==> src/rtl/tiny_shader_pkg.sv <==
// Shared definitions for the tiny shader core: flash loader states and opcodes.
package tiny_shader_pkg;

   typedef enum logic [2:0] {
      IDLE,
      CMD,
      ADDR,
      DATA,
      FINISH
   } state_t;

   localparam logic [7:0] FLASH_READ_OP = 8'h03;

endpackage

==> src/rtl/synchronizer.sv <==
// Multi-flop synchroniser for a single asynchronous input bit.
module synchronizer #(
   parameter int FF_COUNT = 2
) (
   input  logic clk,
   input  logic rst_n,
   input  logic din,
   output logic dout
);

   logic [FF_COUNT-1:0] stages;

   always_ff @(posedge clk or negedge rst_n) begin
      if (!rst_n) begin
         stages <= '0;
      end else begin
         stages <= {stages[FF_COUNT-2:0], din};
      end
   end

   assign dout = stages[FF_COUNT-1];

endmodule

==> src/rtl/shader_loader.sv <==
// Boot loader: reads NUM_INSTR bytes from SPI flash (mode 0, opcode 03h) and
// streams them into shader memory with load/shift strobes.
module shader_loader
   import tiny_shader_pkg::*;
#(
   parameter int          NUM_INSTR  = 16,
   parameter int          CLK_DIV    = 2,
   parameter logic [23:0] START_ADDR = 24'h000000,
   parameter bit          AUTO_BOOT  = 1'b1
) (
   input  logic       clk_i,
   input  logic       rst_ni,
   input  logic       start_i,
   output logic       spi_sclk_o,
   output logic       spi_cs_no,
   output logic       spi_mosi_o,
   input  logic       spi_miso_i,
   output logic [7:0] memory_instr_o,
   output logic       memory_load_o,
   output logic       memory_shift_o,
   output logic       busy_o,
   output logic       done_o
);

   localparam int TOTAL_BITS = 32 + 8 * NUM_INSTR;
   localparam int BIT_W      = $clog2(TOTAL_BITS) + 1;
   localparam int BYTE_W     = $clog2(NUM_INSTR + 1);
   localparam int DIV_W      = $clog2(CLK_DIV);

   localparam logic [BIT_W-1:0]  LAST_BIT  = BIT_W'(TOTAL_BITS);
   localparam logic [BIT_W-1:0]  CMD_END   = BIT_W'(7);
   localparam logic [BIT_W-1:0]  ADDR_END  = BIT_W'(31);
   localparam logic [DIV_W-1:0]  DIV_LAST  = DIV_W'(CLK_DIV - 1);
   localparam logic [BYTE_W-1:0] LAST_BYTE = BYTE_W'(NUM_INSTR - 1);

   state_t              state;
   logic [DIV_W-1:0]    div_cnt;
   logic [BIT_W-1:0]    bit_cnt;
   logic [BYTE_W-1:0]   byte_cnt;
   logic [31:0]         tx_shift;
   logic [7:0]          rx_shift;
   logic                byte_ready;
   logic                shift_pending;
   logic                boot_pending;
   logic                miso_sync;
   logic                tick;

   synchronizer #(
      .FF_COUNT(2)
   ) u_miso_sync (
      .clk  (clk_i),
      .rst_n(rst_ni),
      .din  (spi_miso_i),
      .dout (miso_sync)
   );

   assign tick = (div_cnt == DIV_LAST);

   always_ff @(posedge clk_i or negedge rst_ni) begin
      if (!rst_ni) begin
         state          <= IDLE;
         div_cnt        <= '0;
         bit_cnt        <= '0;
         byte_cnt       <= '0;
         tx_shift       <= '0;
         rx_shift       <= '0;
         byte_ready     <= 1'b0;
         shift_pending  <= 1'b0;
         boot_pending   <= AUTO_BOOT;
         spi_sclk_o     <= 1'b0;
         spi_cs_no      <= 1'b1;
         spi_mosi_o     <= 1'b0;
         memory_instr_o <= '0;
         memory_load_o  <= 1'b0;
         memory_shift_o <= 1'b0;
         busy_o         <= 1'b0;
         done_o         <= 1'b0;
      end else begin
         memory_load_o  <= 1'b0;
         memory_shift_o <= 1'b0;
         done_o         <= 1'b0;

         // Byte hand-off: load strobe one cycle after the 8th bit, shift the cycle after.
         if (byte_ready) begin
            memory_load_o  <= 1'b1;
            memory_instr_o <= rx_shift;
            byte_ready     <= 1'b0;
            shift_pending  <= 1'b1;
         end
         if (shift_pending) begin
            memory_shift_o <= 1'b1;
            shift_pending  <= 1'b0;
            byte_cnt       <= byte_cnt + 1'b1;
         end

         case (state)
            IDLE: begin
               spi_sclk_o <= 1'b0;
               spi_cs_no  <= 1'b1;
               spi_mosi_o <= 1'b0;
               busy_o     <= 1'b0;
               // busy_o is still high in the done cycle, so a start there is dropped too.
               if ((start_i || boot_pending) && !busy_o) begin
                  boot_pending <= 1'b0;
                  state        <= CMD;
                  spi_cs_no    <= 1'b0;
                  busy_o       <= 1'b1;
                  div_cnt      <= '0;
                  bit_cnt      <= '0;
                  byte_cnt     <= '0;
                  spi_mosi_o   <= FLASH_READ_OP[7];
                  tx_shift     <= {FLASH_READ_OP[6:0], START_ADDR, 1'b0};
               end
            end

            CMD, ADDR, DATA: begin
               div_cnt <= tick ? '0 : div_cnt + 1'b1;
               if (tick && !spi_sclk_o && (bit_cnt != LAST_BIT)) begin
                  spi_sclk_o <= 1'b1;
                  bit_cnt    <= bit_cnt + 1'b1;
                  if (state == DATA) begin
                     rx_shift   <= {rx_shift[6:0], miso_sync};
                     byte_ready <= (bit_cnt[2:0] == 3'd7);
                  end
                  if ((state == CMD) && (bit_cnt == CMD_END)) begin
                     state <= ADDR;
                  end
                  if ((state == ADDR) && (bit_cnt == ADDR_END)) begin
                     state <= DATA;
                  end
               end else if (tick && spi_sclk_o) begin
                  spi_sclk_o <= 1'b0;
                  spi_mosi_o <= tx_shift[31];
                  tx_shift   <= {tx_shift[30:0], 1'b0};
               end
               if ((state == DATA) && shift_pending && (byte_cnt == LAST_BYTE)) begin
                  state <= FINISH;
               end
            end

            FINISH: begin
               div_cnt <= tick ? '0 : div_cnt + 1'b1;
               if (tick) begin
                  if (spi_sclk_o) begin
                     spi_sclk_o <= 1'b0;
                  end else begin
                     spi_cs_no <= 1'b1;
                     done_o    <= 1'b1;
                     state     <= IDLE;
                  end
               end
            end

            default: state <= IDLE;
         endcase
      end
   end

endmodule
==> config.mk <==
export PLATFORM = sky130hd
export DESIGN_NAME = shader_loader
export DESIGN_NICKNAME = d
export VERILOG_FILES = /design/src/rtl/tiny_shader_pkg.sv /design/src/rtl/synchronizer.sv /design/src/rtl/shader_loader.sv
export SDC_FILE = /design/constraint.sdc
export NUM_CORES = 1
export LEC_CHECK = 0
export ABC_AREA = 1
export BUFFER_PORTS_ARGS = -buffer_cell sky130_fd_sc_hd__buf_2
export CAP_MARGIN = 20
export CELL_PAD_IN_SITES_DETAIL_PLACEMENT = 0
export CELL_PAD_IN_SITES_GLOBAL_PLACEMENT = 2
export CORE_MARGIN = 1.5
export CORE_UTILIZATION = 39
export DETAILED_ROUTE_END_ITERATION = 16
export PLACE_DENSITY = 0.79
export SLEW_MARGIN = 10
export SYNTH_ARGS = -nofsm -noshare
export SYNTH_HDL_FRONTEND = slang
export SYNTH_SLANG_ARGS = --single-unit
==> constraint.sdc <==
create_clock -name clk_i -period 3.9 [get_ports clk_i]
set_input_delay 0.78 -clock clk_i [delete_from_list [all_inputs] [get_ports clk_i]]
set_output_delay 0.78 -clock clk_i [all_outputs]
set_load 0.02 [all_outputs]
==> metrics, run 1 <==
FMAX=551 MHz; reg2reg path depth=8; Syn Inst Count=280; status=finished clean; vias post-DR=1,757; Residual DRC=0; Hold Startpoint=u_miso_sync.stages[0]$_DFF_PN0_; startpoint type of the worst setup path=flop; Rel. slew slack=55.8%; RSZ-0062 raised after global routing=no; number of max-cap violations=0; Slew @ Worst Pin=663 ps; Min-Delay Endpoint=u_miso_sync.stages[1]$_DFF_PN0_; Clock Path Buffers=2; GRT Overall Usage=15.8%; Sink Count=53; Worst-Skew Late Latency=300 ps; fin crit share=46.6%; Die Wd=81.7 um; Worst setup EP type=flop; row cnt=28; min Tclk post-route=1820 ps; global route total overflow=0; IO Port Bufs=18; Critical path origin=bit_cnt[0]$_DFFE_PN0P_; DR WL met2=1990 um; Hold-fix buffers, CTS=0; Initial Utilization=40.6%; wire length per cell=12.2 um; largest net degree at the start of global routing=31; Leakage Power=1.39 nW; drt total wl=4600 um; async set-reset flop share out of synthesis=100%; sequential-to-total area share from yosys stat=55.0%; die height=81.7 um; Final Slew Violations=0; Post-CTS Setup Bufs=0; Pwr Density=334 mW/mm^2; TritonCTS clock tree=yes; Synth Flop Type=dfrtp_1; Synth Cell Area=0.00242 sq mm; syn nets=289; Place WS=1990 ps; clk slew on worst S/H paths=100 ps; via/cell ratio=4.65; clock root cell=clkbuf_8; WHS Path Cells=0; Arrival @ worst endpoint=1980 ps; kind of critical path=flop to flop; CP required=4060 ps; worst hold path type=flop to flop; count of final hold-check violations=0; Antenna Diode Count=0; CTS H-tree lvls=2; YS warnings=0; final setup TNS=0 ps; Synth Register Bits=53; Core Region=0.00596 sq mm; I/O pin cnt=19; final setup violation count=0; Yosys cell types=27; worst r2r src=bit_cnt[0]$_DFFE_PN0P_; Detail Route met3 WL=94 um; share of cells above drive strength 1=16.5%; DP Wirelength=3400 um; first-pass GRT wire length=7880 um; area of the die=0.00668 sq mm; vias in the first global route=1,670; Met1 Routed Length=2480 um; TritonRoute pass-1 iters=4; Peak supply drop=0.141 mV; DRT iter0 DRCs=88; Critical Path Fanout Max=16; CTS buffer count=5; post-CTS resize count=0; Worst Skew=9.41 ps; Final #Nets=311; Area Growth Syn to Fin=10.9%; Reg2Reg Setup Slack=2080 ps; PnR worst setup slack=2080 ps; syn avg cell area=8.63 sq um; number of synthesized flops with an enable pin=0; initial antenna violation count=0; Max Used Layer=met4; post-route ant nets=0; r2r endpoint=rx_shift[2]$_DFFE_PN0P_; routability-driven placement congestion ratio=0.710
## worst max path at each step
stage | slack (ps) | to | cells after the start
6_report | 2080 | rx_shift[2]$_DFFE_PN0P_ | 8
5_1_grt | 1910 | rx_shift[4]$_DFFE_PN0P_ | 8
4_1_cts | 2070 | rx_shift[2]$_DFFE_PN0P_ | 8
3_5_place_dp | 1990 | tx_shift[26]$_DFFE_PN0P_ | 7
3_3_place_gp | 2000 | tx_shift[26]$_DFFE_PN0P_ | 7
2_1_floorplan | 2210 | tx_shift[26]$_DFFE_PN0P_ | 6
## critical path: stages, from the launching register on
cell and delay [ps]:
dfrtp_1 450, inv_1 100, ha_1 200, nand2_1 70
nor2_2 50, nand2_2 70, nand2_4 70, nor3_4 500
o21ai_0 160
## cell families (layout without fill, tap and decap cells)
group | count (synthesis) | in the layout | synth area share [%]
buffers and inverters | 41 | 64 | 6.88
DFF | 53 | 53 | 55.0
AOI/OAI and AO/OA | 49 | 49 | 10.8
and+or+nand+nor | 132 | 132 | 24.7
adders and majority gates | 5 | 5 | 2.59
## layout by cell type, fill, tap and decap left out, drive strengths merged, types with 2 or more instances in the layout
cell / count
nand2: 76
dfrtp: 51
inv: 38
o21ai: 35
nor2: 29
buf: 19
nand3: 18
a21oi: 10
clkbuf: 6
ha: 5
nor3: 4
nand4: 3
a211oi: 2
dfstp: 2
## where the power goes
part | switching (mW) | total, mW | internal (mW)
sequential | 0.000273 | 0.551 | 0.550
combinational | 0.0105 | 0.0122 | 0.00168
clock | 0.187 | 0.334 | 0.147
## metrics by stage
stage | utilization [%] | cell area (sq um) | power (mW) | hold WS, ps | cells
finish | 45.0 | 2680 | 0.896 | 372 | 378
global route | 45.0 | 2680 | 0.934 | 394 | 378
CTS | 45.0 | 2680 | 0.913 | 379 | 378
detailed placement | 43.3 | 2580 | 0.575 | 354 | 370
global placement | 43.3 | 2580 | 0.575 | 333 | 370
floorplan | - | 2420 | 0.561 | 331 | 280
## cell usage after synthesis, types with 2 or more instances
library cell  count  area, sq um
nand2_1          68          255
dfrtp_1          51         1280
o21ai_0          33          165
inv_1            32          120
nor2_1           25         93.8
nand3_1          18         90.1
a21oi_1          10         50.1
nand2_2           6         37.5
ha_1              5         62.6
inv_2             5         18.8
nand4_1           3         18.8
nor3_1            3         15.0
a211oi_1          2         15.0
dfstp_2           2         52.6
nand2_4           2         22.5
nor2_2            2         12.5
nor2_4            2         22.5
o21ai_2           2         17.5
## final cells by class
class / instances / area (sq um)
Clock buffer: 6 / 82.6
Fill cell: 636 / 3280
Inverter: 37 / 139
Timing Repair Buffer: 19 / 97.6
Sequential cell: 53 / 1330
Clock inverter: 2 / 16.3
Multi-Input combinational cell: 186 / 922
Tap cell: 75 / 93.8
## registers in the layout, summed over array words and instances (netlist names)
signal	count
bit_cnt	9
memory_instr_o	8
rx_shift	8
tx_shift	7
byte_cnt	5
state	3
u_miso_sync.stages	2
boot_pending	1
busy_o	1
byte_ready	1
div_cnt	1
done_o	1
memory_load_o	1
memory_shift_o	1
shift_pending	1
spi_cs_no	1
spi_mosi_o	1
spi_sclk_o	1
## routing by layer
metal / global-route usage, % / up-vias
met5: 0 / -
met4: 4.58 / 0
met3: 4.00 / 2
met2: 23.7 / 14
met1: 22.7 / 799
li1: - / 942
(Power assumes the default switching activity.)
==> run 2, diff against run 1 <==
--- a/config.mk
+++ b/config.mk
@@ -11,9 +11,9 @@
 export CELL_PAD_IN_SITES_DETAIL_PLACEMENT = 0
 export CELL_PAD_IN_SITES_GLOBAL_PLACEMENT = 2
 export CORE_MARGIN = 1.5
-export CORE_UTILIZATION = 39
+export CORE_UTILIZATION = 33
 export DETAILED_ROUTE_END_ITERATION = 16
-export PLACE_DENSITY = 0.79
+export PLACE_DENSITY = 0.71
 export SLEW_MARGIN = 10
 export SYNTH_ARGS = -nofsm -noshare
 export SYNTH_HDL_FRONTEND = slang
==> constraint.sdc (replaced) <==
create_clock -name clk_i -period 1.6 [get_ports clk_i]
set_input_delay 0.32 -clock clk_i [delete_from_list [all_inputs] [get_ports clk_i]]
set_output_delay 0.32 -clock clk_i [all_outputs]
set_load 0.02 [all_outputs]
==> metrics, run 2 (synthesized netlist as in run 1, its figures left out) <==
die height=88.6 um (+8.4%); via/cell ratio=4.43 (-4.8%); Top Registers=bit_cnt (9), memory_instr_o (8), rx_shift (8); kind of critical path=flop to flop; post-route ant nets=0 (unchanged); Util after Layout=40.6% (-4.4 points); TritonCTS clock tree=yes; first-pass GRT wire length=8780 um (+11%); Die Wd=88.6 um (+8.4%); Clock Path Buffers=2 (unchanged); Core Region=0.00718 sq mm (+20%); Worst-Skew Late Latency=310 ps (about the same); TritonRoute pass-1 iters=4 (unchanged); final setup violation count=0 (unchanged); RSZ-0062 raised after global routing=yes; I/O pin cnt=19 (unchanged); CTS buffer count=5 (unchanged); IO Port Bufs=18 (unchanged); largest net degree at the start of global routing=23 (-26%); DP Wirelength=3690 um (+8.5%); vias post-DR=1,850 (+5.3%); CP cell instances=inv_2, ha_4, nand2_2, nor2_2, nand2_2, nand2_4, buf_12, nor3_4, buf_12, nand2_1, o21ai_0; Slew @ Worst Pin=446 ps (-217 ps); global route total overflow=0 (unchanged); PnR worst setup slack=75.4 ps (-2010 ps); Area Growth Syn to Fin=20.5%; max reg flops=9 (unchanged); clk slew on worst S/H paths=100 ps (about the same); row cnt=31 (+11%); Residual DRC=0 (unchanged); crit-path max cell delay=420 ps (-80 ps); Critical Path Fanout Max=16 (unchanged); Final Slew Violations=0 (unchanged); Sink Count=53 (unchanged); final hold slack=109 ps (-263 ps); Arrival @ worst endpoint=1760 ps (-220 ps); Pwr Density=758 mW/mm^2 (+130%); fin crit share=95.3% (+49 points); worst r2r src=bit_cnt[1]$_DFFE_PN0P_; status=finished clean; Leakage Power=1.47 nW (+5.7%); Antenna Diode Count=0 (unchanged); drt total wl=5050 um (+9.9%); critical path's slowest cell=dfrtp_1; CTS H-tree lvls=2 (unchanged); min Tclk post-route=1520 ps (-291 ps); Place WS=27.8 ps (-1960 ps); most common cell after layout, fill and taps aside=nand2_1; startpoint type of the worst setup path=flop; number of max-cap violations=0 (unchanged); FMAX=656 MHz (+19%); routability-driven placement congestion ratio=0.737 (+3.7%); share of cells above drive strength 1=24.1% (+7.6 points); Critical path origin=bit_cnt[1]$_DFFE_PN0P_; wire length per cell=12.1 um (-0.64%); count of final hold-check violations=0 (unchanged); fin area=0.00291 sq mm (+8.7%); Hold Startpoint=spi_miso_i; area of the die=0.00785 sq mm (+17%); Worst setup EP type=flop; CP required=1830 ps (-2230 ps); vias in the first global route=1,770 (+6.0%); placed inst area=0.00271 sq mm (+5.0%); clock root cell=clkbuf_8; DRT iter0 DRCs=83 (-5.7%); GRT Overall Usage=14.8% (-1.0 points); Final #Nets=327 (+5.1%); Initial Utilization=33.7% (-6.9 points); commonest cells after routing, fill and taps aside=64 x nand2_1, 51 x dfrtp_1, 30 x inv_1; Worst Skew=7.28 ps (-2.13 ps); most flop-heavy register=bit_cnt; FILL cells=751 (+18%); worst hold path type=primary input to flop; initial antenna violation count=0 (unchanged); Rel. slew slack=70.2% (+14 points); Peak supply drop=0.411 mV (+190%)
## run 2: report_power, final
group / internal, mW / switching, mW
registers: 1.34 / 0.000593
logic: 0.0106 / 0.0282
clock network: 0.358 / 0.471
## run 2: what timing repair did
action | 4_1_cts | 5_1_grt
endpoints found under the setup margin | 0 | 15
buffers inserted | 0 | 5
gates resized for setup | 0 | 21
hold endpoints to repair | 15 | 0
hold buffers | 1 | 0
## run 2: cell type report
class	count	area [sq um]	share of cell area (%)
timing repair buffer	35	258	8.85
clock inverter	2	16.3	0.558
clock buffer	6	82.6	2.83
inverter	37	139	4.77
tap	99	124	4.25
multi-input combinational	186	966	33.1
sequential	53	1330	45.6
## run 2: metrics by stage
stage                     setup TNS [ps]  std cells  total power [mW]
final                                  0        418              2.21
after CTS                              0        413              2.26
after global routing                -304        418              2.31
after global placement                 0        404              1.41
after detailed placement               0        404              1.41
after floorplan                        0        280              1.37
## run 2: critical path, delay by kind of cell (launching register included)
kind                       cells  cell delay, ps
AOI/OAI and AO/OA              1              70
buffers and inverters          3             370
DFF                            1             420
and+or+nand+nor                6             440
adders and majority gates      1             150
## run 2: path summary, 6_finish.rpt
| check | end | slack (ps) | cells past startpoint |
|---|---|---|---|
| min reg2reg | u_miso_sync.stages[1]$_DFF_PN0_ | 360 | 0 |
| min in group asynchronous | memory_instr_o[6]$_DFFE_PN0P_ | 470 | 2 |
| max | rx_shift[5]$_DFFE_PN0P_ | 80 | 11 |
| max reg2reg | rx_shift[5]$_DFFE_PN0P_ | 80 | 11 |
| min | u_miso_sync.stages[0]$_DFF_PN0_ | 110 | 1 |
| max in group asynchronous | memory_instr_o[3]$_DFFE_PN0P_ | 570 | 3 |
## run 2: per-layer routing
layer | share of wire, % | track usage [%] | vias up | wire, um
li1 | - | - | 974 | -
met1 | 52 | 21.1 | 854 | 2610
met2 | 46 | 22.9 | 19 | 2320
met3 | 2.0 | 3.36 | 3 | 102
met4 | 0.46 | 3.84 | 0 | 23
met5 | 0 | 0 | - | 0
